**src/rtl/sfp_send_queue.sv**
```systemverilog
// sfp_send_queue: descriptor FIFO feeding the SFP dispatch stage.
// FWFT output with a registered head, sticky errors, occupancy.
//
// Ports:
//   ap_clk, ap_rst_n           clock, async active-low reset
//   wr_en, wr_data             push side
//   wr_full, wr_afull          registered full / almost-full
//   qune_send_vaild/_data/_ack head descriptor handshake
//   flush                      sync clear of contents (errors kept)
//   err_clr                    clear sticky errors (set wins)
//   occupancy                  entries held incl. head, 0..DEPTH
//   ovf_err, udf_err           sticky overflow / underflow
// Optional: define SFP_SEND_QUEUE_STAT_EN to add stat_push_cnt and
//   stat_pop_cnt (accepted push/pop counters, reset-only clear).

module sfp_send_queue #(
   parameter int DATA_W   = 64,
   parameter int DEPTH    = 16,
   parameter int ADDR_W   = 4,
   parameter int AFULL_TH = 12
) (
   input  logic              ap_clk,
   input  logic              ap_rst_n,
   input  logic              wr_en,
   input  logic [DATA_W-1:0] wr_data,
   output logic              wr_full,
   output logic              wr_afull,
   output logic              qune_send_vaild,
   output logic [DATA_W-1:0] qune_send_data,
   input  logic              qune_send_ack,
   input  logic              flush,
   input  logic              err_clr,
   output logic [ADDR_W:0]   occupancy,
   output logic              ovf_err,
`ifdef SFP_SEND_QUEUE_STAT_EN
   output logic [31:0]       stat_push_cnt,
   output logic [31:0]       stat_pop_cnt,
`endif
   output logic              udf_err
);

   typedef enum logic {
      S_EMPTY = 1'b0,
      S_VALID = 1'b1
   } state_t;

   localparam logic [ADDR_W:0] LP_DEPTH = (ADDR_W+1)'(DEPTH);
   localparam logic [ADDR_W:0] LP_AFTH  = (ADDR_W+1)'(AFULL_TH);

   logic [DATA_W-1:0] r_mem [DEPTH];
   logic [ADDR_W-1:0] r_wr_ptr;
   logic [ADDR_W-1:0] r_rd_ptr;
   logic [ADDR_W:0]   r_occ;
   logic              r_full;
   logic              r_afull;
   state_t            r_state;
   logic              r_vld;
   logic [DATA_W-1:0] r_data;
   logic              r_ovf;
   logic              r_udf;

   logic              w_push;
   logic              w_pop;
   logic              w_ovf_set;
   logic              w_udf_set;
   logic [ADDR_W:0]   w_mcnt;
   logic              w_mnz;
   logic [ADDR_W:0]   w_occ_nxt;

   // Full is the registered flag, so an ack on the same edge cannot
   // make room for a push.
   assign w_push    = wr_en & ~r_full & ~flush;
   assign w_pop     = qune_send_ack & r_vld & ~flush;
   assign w_ovf_set = wr_en & r_full & ~flush;
   assign w_udf_set = qune_send_ack & ~r_vld & ~flush;

   // Entries sitting in the array behind the head register.
   assign w_mcnt = r_occ - {{ADDR_W{1'b0}}, r_vld};
   assign w_mnz  = (w_mcnt != '0);

   always_comb begin
      w_occ_nxt = r_occ;
      if (w_push && !w_pop)
         w_occ_nxt = r_occ + 1'b1;
      else if (w_pop && !w_push)
         w_occ_nxt = r_occ - 1'b1;
   end

   // Array has no reset; contents are don't-care until written.
   always_ff @(posedge ap_clk) begin
      if (w_push)
         r_mem[r_wr_ptr] <= wr_data;
   end

   always_ff @(posedge ap_clk or negedge ap_rst_n) begin
      if (!ap_rst_n) begin
         r_wr_ptr <= '0;
         r_occ    <= '0;
         r_full   <= 1'b0;
         r_afull  <= 1'b0;
      end else if (flush) begin
         r_wr_ptr <= '0;
         r_occ    <= '0;
         r_full   <= 1'b0;
         r_afull  <= 1'b0;
      end else begin
         if (w_push)
            r_wr_ptr <= r_wr_ptr + 1'b1;
         r_occ   <= w_occ_nxt;
         r_full  <= (w_occ_nxt == LP_DEPTH);
         r_afull <= (w_occ_nxt >= LP_AFTH);
      end
   end

   // Head FSM: the head only loads from entries already in the
   // array, so a push into an empty queue shows one edge later.
   always_ff @(posedge ap_clk or negedge ap_rst_n) begin
      if (!ap_rst_n) begin
         r_state  <= S_EMPTY;
         r_vld    <= 1'b0;
         r_data   <= '0;
         r_rd_ptr <= '0;
      end else if (flush) begin
         r_state  <= S_EMPTY;
         r_vld    <= 1'b0;
         r_rd_ptr <= '0;
      end else begin
         unique case (r_state)
            S_EMPTY: begin
               if (w_mnz) begin
                  r_state  <= S_VALID;
                  r_vld    <= 1'b1;
                  r_data   <= r_mem[r_rd_ptr];
                  r_rd_ptr <= r_rd_ptr + 1'b1;
               end
            end
            S_VALID: begin
               if (w_pop) begin
                  if (w_mnz) begin
                     r_data   <= r_mem[r_rd_ptr];
                     r_rd_ptr <= r_rd_ptr + 1'b1;
                  end else begin
                     r_state <= S_EMPTY;
                     r_vld   <= 1'b0;
                  end
               end
            end
            default: begin
               r_state <= S_EMPTY;
               r_vld   <= 1'b0;
            end
         endcase
      end
   end

   // Sticky errors: a same-cycle set beats err_clr.
   always_ff @(posedge ap_clk or negedge ap_rst_n) begin
      if (!ap_rst_n) begin
         r_ovf <= 1'b0;
         r_udf <= 1'b0;
      end else begin
         if (w_ovf_set)
            r_ovf <= 1'b1;
         else if (err_clr)
            r_ovf <= 1'b0;
         if (w_udf_set)
            r_udf <= 1'b1;
         else if (err_clr)
            r_udf <= 1'b0;
      end
   end

`ifdef SFP_SEND_QUEUE_STAT_EN
   logic [31:0] r_push_cnt;
   logic [31:0] r_pop_cnt;

   always_ff @(posedge ap_clk or negedge ap_rst_n) begin
      if (!ap_rst_n) begin
         r_push_cnt <= '0;
         r_pop_cnt  <= '0;
      end else begin
         if (w_push)
            r_push_cnt <= r_push_cnt + 1'b1;
         if (w_pop)
            r_pop_cnt <= r_pop_cnt + 1'b1;
      end
   end

   assign stat_push_cnt = r_push_cnt;
   assign stat_pop_cnt  = r_pop_cnt;
`endif

   assign wr_full         = r_full;
   assign wr_afull        = r_afull;
   assign qune_send_vaild = r_vld;
   assign qune_send_data  = r_data;
   assign occupancy       = r_occ;
   assign ovf_err         = r_ovf;
   assign udf_err         = r_udf;

endmodule

```
**config.mk**
```make
export PLATFORM = sky130hd
export DESIGN_NAME = sfp_send_queue
export DESIGN_NICKNAME = d
export VERILOG_FILES = /design/src/rtl/sfp_send_queue.sv
export SDC_FILE = /design/constraint.sdc
export NUM_CORES = 1
export LEC_CHECK = 0
export ABC_CLOCK_PERIOD_IN_PS = 8250
export BUFFER_PORTS_ARGS = -buffer_cell sky130_fd_sc_hd__buf_2
export CAP_MARGIN = 10
export CORE_ASPECT_RATIO = 0.75
export CORE_MARGIN = 1.5
export CORE_UTILIZATION = 35
export DETAILED_ROUTE_END_ITERATION = 8
export PLACE_DENSITY = 0.58
export SETUP_SLACK_MARGIN = 0.15
export SYNTH_ARGS = -nofsm -noshare
export SYNTH_HDL_FRONTEND = slang
export SYNTH_SLANG_ARGS = --single-unit
```
**constraint.sdc**
```tcl
create_clock -name ap_clk -period 8.25 [get_ports ap_clk]
set_clock_uncertainty 0.15 [all_clocks]
set_input_delay 1.65 -clock ap_clk [delete_from_list [all_inputs] [get_ports ap_clk]]
set_output_delay 1.65 -clock ap_clk [all_outputs]
set_load 0.005 [all_outputs]
```
# Word level (Yosys, flattened, before mapping)
# Memories as Yosys holds them, arrays and structs flattened.
# Index checks and enable logic that the tools add are counted.
# word_totals
regBits,83
n_memories,1
inputBits,70
mem_bits_rw,1024
# classes
magnitude_cmp,1
reduce_logical,10
eq_ne,5
bitwise_logic,12
add_sub_neg,5
mux,28
# memory_table
memory,depth,width,rd,rd_ports_with_merged_regs,write_ports,line_no,source
r_mem,16,64,1,0,1,50,logic [DATA_W-1:0] r_mem [DEPTH];
# op_table
op,count
$mux 64,2
$pmux 64 s2,1
$mux 4,5
$mux 5,3
$mux 1,14
$add 4x1->4 const B,2
$and 1x1->1,8
$pmux 4 s2,1
$ne 3x3->1 const B,2
$reduce_bool 2->1,3
$add 5x1->5 const B,1
$eq 5x5->1 const B,1
$ge 5x4->1 const B,1
$reduce_bool 5->1,1
$sub 5x1->5,1
$sub 5x1->5 const B,1
$not 1->1,4
$pmux 1 s2,2
$ne 3x2->1 const B,1
$reduce_and 3->1,1
$logic_and 1x1->1,2
$logic_not 1->1,2
$ne 2x1->1 const B,1
$reduce_and 2->1,1

# Logic depth before layout (Yosys ltp)
# Gate-level depths: netlist of run 1.
# depth
word_depth,9
ltp_mapped,9
mapped_depth_nobuf,7

# Worst setup path after synthesis of run 1
# No wires, ideal clock.
# synth_timing
kind,input to register
startpoint,input flush
endpoint,"memory r_mem[0][0], enable pin"
cell_stages,3
setup_slack_ns,0.874
required_ns,7.535
t_arrival_ns,6.661
cell_sequence,clkbuf_1 -> or3b_2 -> nor3_1
# synth_between
elab_chain_len,4
# synth_rtl
item,line_no,source
"start, declared",31,"input logic flush,"
$not 1->1 (no source line),-,
$and 1x1->1,72,assign w_push = wr_en & ~r_full & ~flush;
$mux 1,91,if (w_push)
$mux 1 (implied by the code),92,r_mem[r_wr_ptr] <= wr_data;
"end, declared",50,
# Every way passes these cells.

# Worst setup path in the final report of run 1
# layout_timing
startpoint,register r_occ[0] (netlist: occupancy[0])
endpoint,register r_data[35] (netlist: qune_send_data[35])
# layout_between
elab_chain_len,5
# layout_rtl
item,line_no,source
"start, declared",53,logic [ADDR_W:0] r_occ;
"start signal, assigned",109,r_occ <= w_occ_nxt;
$sub 5x1->5 *,78,"assign w_mcnt = r_occ - {{ADDR_W{1'b0}}, r_vld};"
$reduce_bool 5->1 *,79,assign w_mnz = (w_mcnt != '0);
$mux 64 *,-,
$mux 64,-,
$pmux 64 s2 *,-,
"end signal, assigned",133,r_data <= r_mem[r_rd_ptr];
"end signal, assigned",140,r_data <= r_mem[r_rd_ptr];
"end, declared",58,logic [DATA_W-1:0] r_data;
# Mark *: on every way between the ends. The rest lies on a longest branch, timed or not. The select of a mux whose other input is x is not followed.
# A chain may end at the register's enable or synchronous reset.

==> results of run 1 <==
[worst register-to-register path: cells and delay by family (launching register included)]
| kind | cells | cell delay (ns) |
|---|---|---|
| AND/OR/NAND/NOR | 4 | 1.79 |
| flip-flops | 1 | 0.48 |
| buffers and inverters | 2 | 0.99 |
| adder cells (fa/ha/maj) | 1 | 0.29 |
| AO/OA/AOI/OAI | 1 | 0.30 |
[Yosys cell counts, drive strengths merged (2+ instances only)]
library cell     n
o21ai            7
o221ai          64
buf             49
and3             3
a22oi            2
nor2b            3
inv             14
dfrtp           83
nor3             6
ha               8
nand3            3
nand2           81
xnor2            6
nand3b           3
nand4b           2
and2             5
or3              2
nor2            19
a21oi            3
mux2i          129
mux4           256
edfxtp        1024
xor2             3
clkbuf          53
[path summary, 6_finish.rpt]
path	start	endpoint	slack, ns	depth (start not counted)
setup / recovery	occupancy[0]	qune_send_data[35]	4.05	8
hold / removal	qune_send_data[2]	qune_send_data[2]	0.34	2
max in group asynchronous	ap_rst_n	r_rd_ptr[2]	5.68	2
min in group asynchronous	ap_rst_n	qune_send_data[11]	0.82	1
setup reg to reg	occupancy[0]	qune_send_data[35]	4.05	8
hold reg to reg	qune_send_data[2]	qune_send_data[2]	0.34	2
[kinds of logic (layout without fill, tap and decap cells)]
| group | count (synthesis) | count (layout) |
|---|---|---|
| flip-flops | 1107 | 1107 |
| multiplexers | 385 | 385 |
| AND/OR/NAND/NOR | 136 | 136 |
| buffers and inverters | 116 | 382 |
| AO/OA/AOI/OAI | 84 | 84 |
| XOR/XNOR | 9 | 9 |
| adder cells (fa/ha/maj) | 8 | 8 |
| other | 0 | 1 |
[registers in the layout, indices dropped and copies added, names as in the netlist]
| register | count |
|---|---|
| r_mem | 1024 |
| qune_send_data | 64 |
| occupancy | 5 |
| r_rd_ptr | 4 |
| r_wr_ptr | 4 |
| ovf_err | 1 |
| qune_send_vaild | 1 |
| r_state | 1 |
| udf_err | 1 |
| wr_afull | 1 |
| wr_full | 1 |
[layout by cell type (no fill, tap or decap), types with 2 or more instances in the layout]
cell,n
nand4b_1,2
nor2_1,14
and2_1,2
mux4_2,256
clkbuf_1,28
buf_12,2
clkinvlp_4,6
mux2i_1,129
nor2_4,5
clkinv_1,13
inv_1,14
o21ai_0,7
a21oi_1,3
nor2b_1,3
xnor2_1,6
nor3_2,5
clkbuf_8,16
xor2_1,3
nand3_1,3
nand3b_1,3
clkbuf_16,104
a22oi_1,2
or3_1,2
and3_4,3
bufinv_16,5
clkinv_2,14
buf_4,32
dfrtp_1,80
nand2_1,81
and2_4,3
buf_2,142
ha_1,8
inv_6,4
o221ai_1,64
edfxtp_1,1024
dfrtp_4,3
[metal layers]
layer  up-vias  GRT usage, %  share of wire, %
met5         -             0             0.061
met4        10         3.093               1.7
met3       147         3.147               5.6
met2       528         24.89                48
met1     10197         20.74                44
li1       8123             -                 -
[through the flow]
step / setup slack, ns / instances / instance area, µm²
3_3_place_gp: 3.351 / 3473 / 44460
4_1_cts: 4.057 / 3665 / 47760
3_5_place_dp: 3.343 / 3473 / 44460
2_1_floorplan: 0.8744 / 1845 / 41860
6_report: 4.047 / 3666 / 47760
5_1_grt: 3.786 / 3666 / 47760
[report_power, final]
group	internal [mW]	switching, mW
Combinational	1.21	1.22
Clock	2.62	2.04
Sequential	6.34	0.257
Total	10.2	3.52
[area by class of cell]
| cell class | instances | area, µm² |
|---|---|---|
| Clock inverter | 44 | 374.1 |
| Timing Repair Buffer | 176 | 991.0 |
| Antenna cell | 1 | 2.502 |
| Sequential cell | 1107 | 32840 |
| Inverter | 14 | 52.55 |
| Fill cell | 10232 | 70480 |
| Tap cell | 1554 | 1944 |
| Clock buffer | 148 | 2928 |
| Multi-Input combinational cell | 622 | 8630 |
==> qor.yml, run 1 <==
status: "finished clean"
hpwl_um: 48440
synth_compound_gate_area_share_pct: 1.662
synth_top_cell_area_share_pct: 73.45
vias: 19005
insertion_delay_ns: 0.69
syn_area_um2: 41860
period_share_pct: 50.94
yosys.area_share.simple_pct: 1.459
startpoint_type: "register"
avgSynthCellArea_um2: 22.69
cts-root-buf: "clkbuf_16"
ys_types: 43
setup_violations: 0
critical_path.max_fanout: 67
path_clk_slew_ns: 0.07
fin_util_pct: 40.39
hold_buffers: 0
slowest_delay_ns: 1.07
crit_arrival_ns: 4.55
synthFlopType: "edfxtp_1"
crit_type: "reg2reg"
maxCapViolCount: 0
async_reset_ff_share_pct: 7.498
drc_errors: 0
peakVddDrop_mv: 0.2220
grt_max_degree: 147
grt_use_total_pct: 15.06
tightestPinTransition_ns: 1.175
grt_pass1_vias: 20104
start_util_pct: 35.40
hold_violations: 0
yosys.area_share.adder_pct: 0.2391
holdWs_ns: 0.3412
crit_buf_inv: 2
coreArea_um2: 118200
p_leak_nw: 14.84
fin_crit_ns: 4.203
p_total_mw: 13.69
final_layout_size_suffix_gt1_share_pct: 28.61
areaGrowthSynthToFinish_pct: 14.09
clock-sinks: 1107
tritoncts.num_buffers: 102
antenna_found_initial: 12
synth_mux_area_share_pct: 16.86
power_density_nw_per_um2: 286.7
finish.net_count: 2101
ys_ff_latch: 1107
tns_ns: 0
crit_required_ns: 8.60
htreeDepth: 3
final_max_slew_viol_count: 0
fmaxAchievable_mhz: 237.9
post_cts_resized: 0
synth_edf_count: 1024
ioPinCount: 144
portBuffers: 143
yosysWarningCount: 0
synth.largest_area_cell: "edfxtp_1"
synthCells: 1845
yosys-top-cells-area: "edfxtp_1 73%, mux4_2 14%, dfrtp_1 5.0%"
wl_per_cell_um: 24.85
worstPathCellList: "inv_1 > ha_1 > nor4b_1 > nand2_1 > nand3b_1 > buf_4 > or2_4 > o221ai_1"
seq_area_frac_synth_pct: 78.41
drtPass1Iterations: 5
clockBufferDepth: 3
slew_headroom_pct: 21.68
detail_route.wirelength_um: 91110
postCtsSetupBuffers: 0
grt_first_pass_wirelength_um: 135300
hold_class: "reg2reg"
die_h_um: 302.5
synth_top_family_by_area: "multiplexers"
syn_nets: 1923
crit_family: "simple AND/OR/NAND/NOR gates"
die_area_um2: 121700
grt-ovfl-total: 0
synth_xor_area_share_pct: 0.1883
viasPerCell: 5.184
rsz0062_at_grt: "no"
first_iter_violations: 1370
globalplace.congestion: 0.7514
fp-row-count: 109
worst_path_max_delay_cell: "or2_4"
ant_nets: 0
die_w_um: 402.3
tritoncts: "built"
worst_setup_path_end_kind: "register"
Power figures use the tool's default switching activity.
==> inputs of run 2 (changes only) <==
- ABC_CLOCK_PERIOD_IN_PS: 8250 -> 3700
- PLACE_DENSITY: 0.58 -> 0.6
- clock period: 8.25 -> 3.7 ns (I/O delays scaled with it)
==> qor.yml, run 2 (synthesis gave the netlist of run 1 again) <==
reg2reg_to: "qune_send_data[56]"
period_share_pct: 82.16
pwr-share-comb_pct: 18.9
crit_top_cell: "nand2_1"
hold_class: "in2async"
hold_violations: 0
coreArea_um2: 118200
crit_arrival_ns: 3.46
clock-sinks: 1107
grt_max_degree: 67
final_layout_size_suffix_gt1_share_pct: 29.65
largest_reg_flops: 1024
viasPerCell: 5.279
drtPass1Iterations: 7
path_clk_slew_ns: 0.06
p_leak_nw: 15.14
final_cell_mix: "1,024 x edfxtp_1, 256 x mux4_2, 142 x buf_2"
worstPathCellList: "inv_1 > ha_1 > nor4b_1 > nand2_1 > nand3b_1 > buf_4 > nand2_1 > o221ai_1"
crit_required_ns: 4.12
layout_commonest_cell: "edfxtp_1"
peakVddDrop_mv: 0.3673
hpwl_um: 53350
top_register: "r_mem"
slew_headroom_pct: 26.27
seq_power_share_pct: 47.3
critical_path.max_fanout: 66
die_area_um2: 121700
dpl_cell_area_um2: 45240
power_density_nw_per_um2: 637.5
detail_route.wirelength_um: 96950
die_h_um: 302.5
die_w_um: 402.3
rsz0062_at_grt: "no"
dp.cells: 3509
slowest_delay_ns: 0.85
crit_buf_inv: 2
fp-row-count: 109
r2r_cells: 8
switching_share_pct: 25.89
ioPinCount: 144
status: "finished clean"
ant_nets: 0
tightestPinTransition_ns: 1.106
wl_per_cell_um: 26.22
vias: 19515
crit_cells: 8
antenna_found_initial: 7
cts-root-buf: "clkbuf_16"
worst_setup_path_end_kind: "register"
crit_family: "buffers and inverters"
insertion_delay_ns: 0.68
first_iter_violations: 1964
portBuffers: 143
finish.net_count: 2136
fin_util_pct: 41.04
worst_path_max_delay_cell: "buf_4"
start_util_pct: 35.40
grt_use_total_pct: 16.04
hold_buffers: 0
grt_first_pass_wirelength_um: 142700
fin_crit_ns: 3.040
drc_errors: 0
final_max_slew_viol_count: 0
instances_no_fill: 3697
grt_pass1_vias: 20427
fin_area_um2: 48530
htreeDepth: 3
p_int_mw: 22.93
setup_violations: 0
post_cts_resized: 0
clockBufferDepth: 3
switchingPower_mw: 8.010
crit_type: "reg2reg"
grt-ovfl-total: 0
startpoint_type: "register"
pwr-share-clk_pct: 33.8
postCtsSetupBuffers: 0
areaGrowthSynthToFinish_pct: 15.93
maxCapViolCount: 0
r2r_setup_slack_ns: 0.66
tritoncts.num_buffers: 101
fillCellCount: 10143
globalplace.congestion: 0.7441
tritoncts: "built"
fmaxAchievable_mhz: 329.0
r2r-start: "occupancy[0]"
[run 2: final cells by class]
cell class | count | area (µm²) | share of cell area (%)
tap | 1554 | 1944 | 4.006
timing repair buffer | 212 | 1749 | 3.604
multi-input combinational | 622 | 8661 | 17.85
clock buffer | 143 | 2816 | 5.803
clock inverter | 44 | 466.7 | 0.9617
antenna | 1 | 2.502 | 0.005156
sequential | 1107 | 32840 | 67.66
inverter | 14 | 52.55 | 0.1083
[run 2: worst max path at each step]
stage                         end          from  slack [ns]
5_1_grt        qune_send_data[56]  occupancy[0]        0.48
4_1_cts        qune_send_data[56]  occupancy[0]        0.66
3_5_place_dp          r_mem[9][9]         flush        0.58
6_report       qune_send_data[56]  occupancy[0]        0.66
2_1_floorplan        r_mem[10][0]         flush       -0.79
3_3_place_gp         r_mem[11][9]         flush        0.62
[run 2: layer usage]
metal	wire length (µm)	vias to the layer above	share of wire [%]	track usage [%]
met5	25	-	0.026	0
met2	45720	606	47	25.44
li1	-	8193	-	-
met1	43500	10574	45	23.03
met4	1918	4	2.0	3.779
met3	5777	138	6.0	3.047
[run 2: power groups by stage]
stage | clock [mW] | combinational, mW | sequential (mW)
4_1_cts | 10.7 | 6.02 | 14.7
6_report | 10.4 | 5.85 | 14.6
3_5_place_dp | 0 | 6.00 | 14.9
5_1_grt | 11.1 | 6.35 | 14.7
2_1_floorplan | 0 | 4.00 | 14.6
3_3_place_gp | 0 | 5.89 | 14.9
[run 2: per-stage QoR]
stage / setup slack (ns) / power, mW / setup TNS (ns) / hold slack (ns)
3_5_place_dp: 0.5769 / 20.92 / 0 / 0.3217
5_1_grt: 0.4790 / 32.18 / 0 / 0.04734
2_1_floorplan: -0.7887 / 18.64 / -151.43 / 0.2944
4_1_cts: 0.6568 / 31.35 / 0 / 0.002779
3_3_place_gp: 0.6175 / 20.82 / 0 / 0.3227
6_report: 0.6601 / 30.94 / 0 / 0.03087
==> inputs of run 3 (changes only) <==
- ABC_CLOCK_PERIOD_IN_PS: 3700 -> 2540
- clock period: 3.7 -> 2.54 ns (I/O delays scaled with it)
==> qor.yml, run 3 (synthesis gave the netlist of run 1 again) <==
finish.net_count: 2196
clockBufferDepth: 3
portBuffers: 143
tns_ns: 0
crit_required_ns: 2.91
tritoncts.num_buffers: 101
vias: 19957
peakVddDrop_mv: 0.6588
ioPinCount: 144
status: "finished clean"
insertion_delay_ns: 0.69
hpwl_um: 57180
startpoint_type: "register"
drtPass1Iterations: 5
die_w_um: 402.3
fp-row-count: 109
layout_commonest_cell: "edfxtp_1"
final_max_slew_viol_count: 0
grt-ovfl-total: 0
grt_max_degree: 67
p_total_mw: 46.23
ant_nets: 0
die_h_um: 302.5
die_area_um2: 121700
drc_errors: 0
globalplace.congestion: 0.7720
clock-sinks: 1107
fmaxAchievable_mhz: 426.3
viasPerCell: 5.306
crit_arrival_ns: 2.72
final_cell_mix: "1,024 x edfxtp_1, 256 x mux4_2, 142 x buf_2"
tightestPinTransition_ns: 0.5539
r2r_setup_slack_ns: 0.19
rsz0062_at_grt: "yes"
path_clk_slew_ns: 0.07
hold_class: "in2reg"
grt_first_pass_wirelength_um: 143900
htreeDepth: 3
wl_per_cell_um: 26.30
tritoncts: "built"
cp-startpoint: "r_rd_ptr[0]"
grt_use_total_pct: 16.14
grt_pass1_vias: 21060
reg2reg_to: "qune_send_data[40]"
period_share_pct: 92.36
multi_input_area_um2: 8691
coreArea_um2: 118200
top_register: "r_mem"
setup_violations: 0
fin_util_pct: 41.93
crit_type: "reg2reg"
dp.cells: 3541
start_util_pct: 35.40
antenna_found_initial: 8
cts-root-buf: "clkbuf_16"
r2r_cells: 4
first_iter_violations: 1742
instances_no_fill: 3761
area.sequential_um2: 32840
areaGrowthSynthToFinish_pct: 18.44
fin_crit_ns: 2.346
final_layout_size_suffix_gt1_share_pct: 30.98
hold_violations: 0
fillCellCount: 10012
power_density_nw_per_um2: 932.4
slew_headroom_pct: 62.73
largest_reg_flops: 1024
worst_setup_path_end_kind: "register"
p_leak_nw: 15.62
r2r-start: "r_rd_ptr[0]"
maxCapViolCount: 0
crit_end: "qune_send_data[40]"
critical_path.max_fanout: 33
detail_route.wirelength_um: 98900
## run 3: per-stage QoR
stage / instance area, µm² / setup WS (ns) / hold slack [ns]
floorplan: 42010 / -0.6893 / 0.06241
global placement: 45820 / 0.04427 / 0.3159
detailed placement: 45820 / 0.008920 / 0.3235
global route: 49580 / 0.1470 / 0.01556
CTS: 49430 / 0.1680 / 0.0001184
finish: 49580 / 0.1941 / 0.05139
## run 3: layout make-up
| class | instances | share of cell area (%) |
|---|---|---|
| Clock inverter | 48 | 1.166 |
| Tap cell | 1554 | 3.922 |
| Timing Repair Buffer | 272 | 5.363 |
| Inverter | 14 | 0.1060 |
| Multi-Input combinational cell | 622 | 17.53 |
| Sequential cell | 1107 | 66.23 |
| Clock buffer | 142 | 5.675 |
| Antenna cell | 2 | 0.01009 |
## run 3: what timing repair did
item	CTS	global route
resized for setup	1	7
endpoints found under the hold margin	188	0
setup buffers	0	5
pin swaps	0	2
setup endpoints to repair	64	153
hold buffers	21	0
gates cloned	0	2
## run 3: where the power goes
part / total (mW) / internal (mW) / switching, mW
sequential: 21.2 / 20.6 / 0.608
combinational: 9.44 / 4.67 / 4.78
clock: 15.6 / 8.97 / 6.60
total: 46.2 / 34.2 / 12.0
## run 3: worst min-delay path by stage
stage	depth (start not counted)	to	start
detailed placement	2	qune_send_data[38]	qune_send_data[38]
finish	1	r_mem[9][24]	wr_data[24]
CTS	1	r_mem[8][59]	wr_data[59]
global placement	2	qune_send_data[18]	qune_send_data[18]
global route	1	r_mem[8][59]	wr_data[59]
floorplan	0	occupancy[0]	ap_rst_n
## run 3: metal layers
metal	up-vias	global-route usage (%)	part of all wire [%]
met3	136	2.678	5.8
met2	694	26.63	49
li1	8327	-	-
met4	4	3.860	2.0
met5	-	0	0.023
met1	10796	22.52	43
## run 3: worst max-delay path, cell delays in order (launching register included)
cell	delay, ns
dfrtp_4	0.54
buf_12	0.29
mux4_2	0.55
mux2i_1	0.44
o221ai_1	0.17
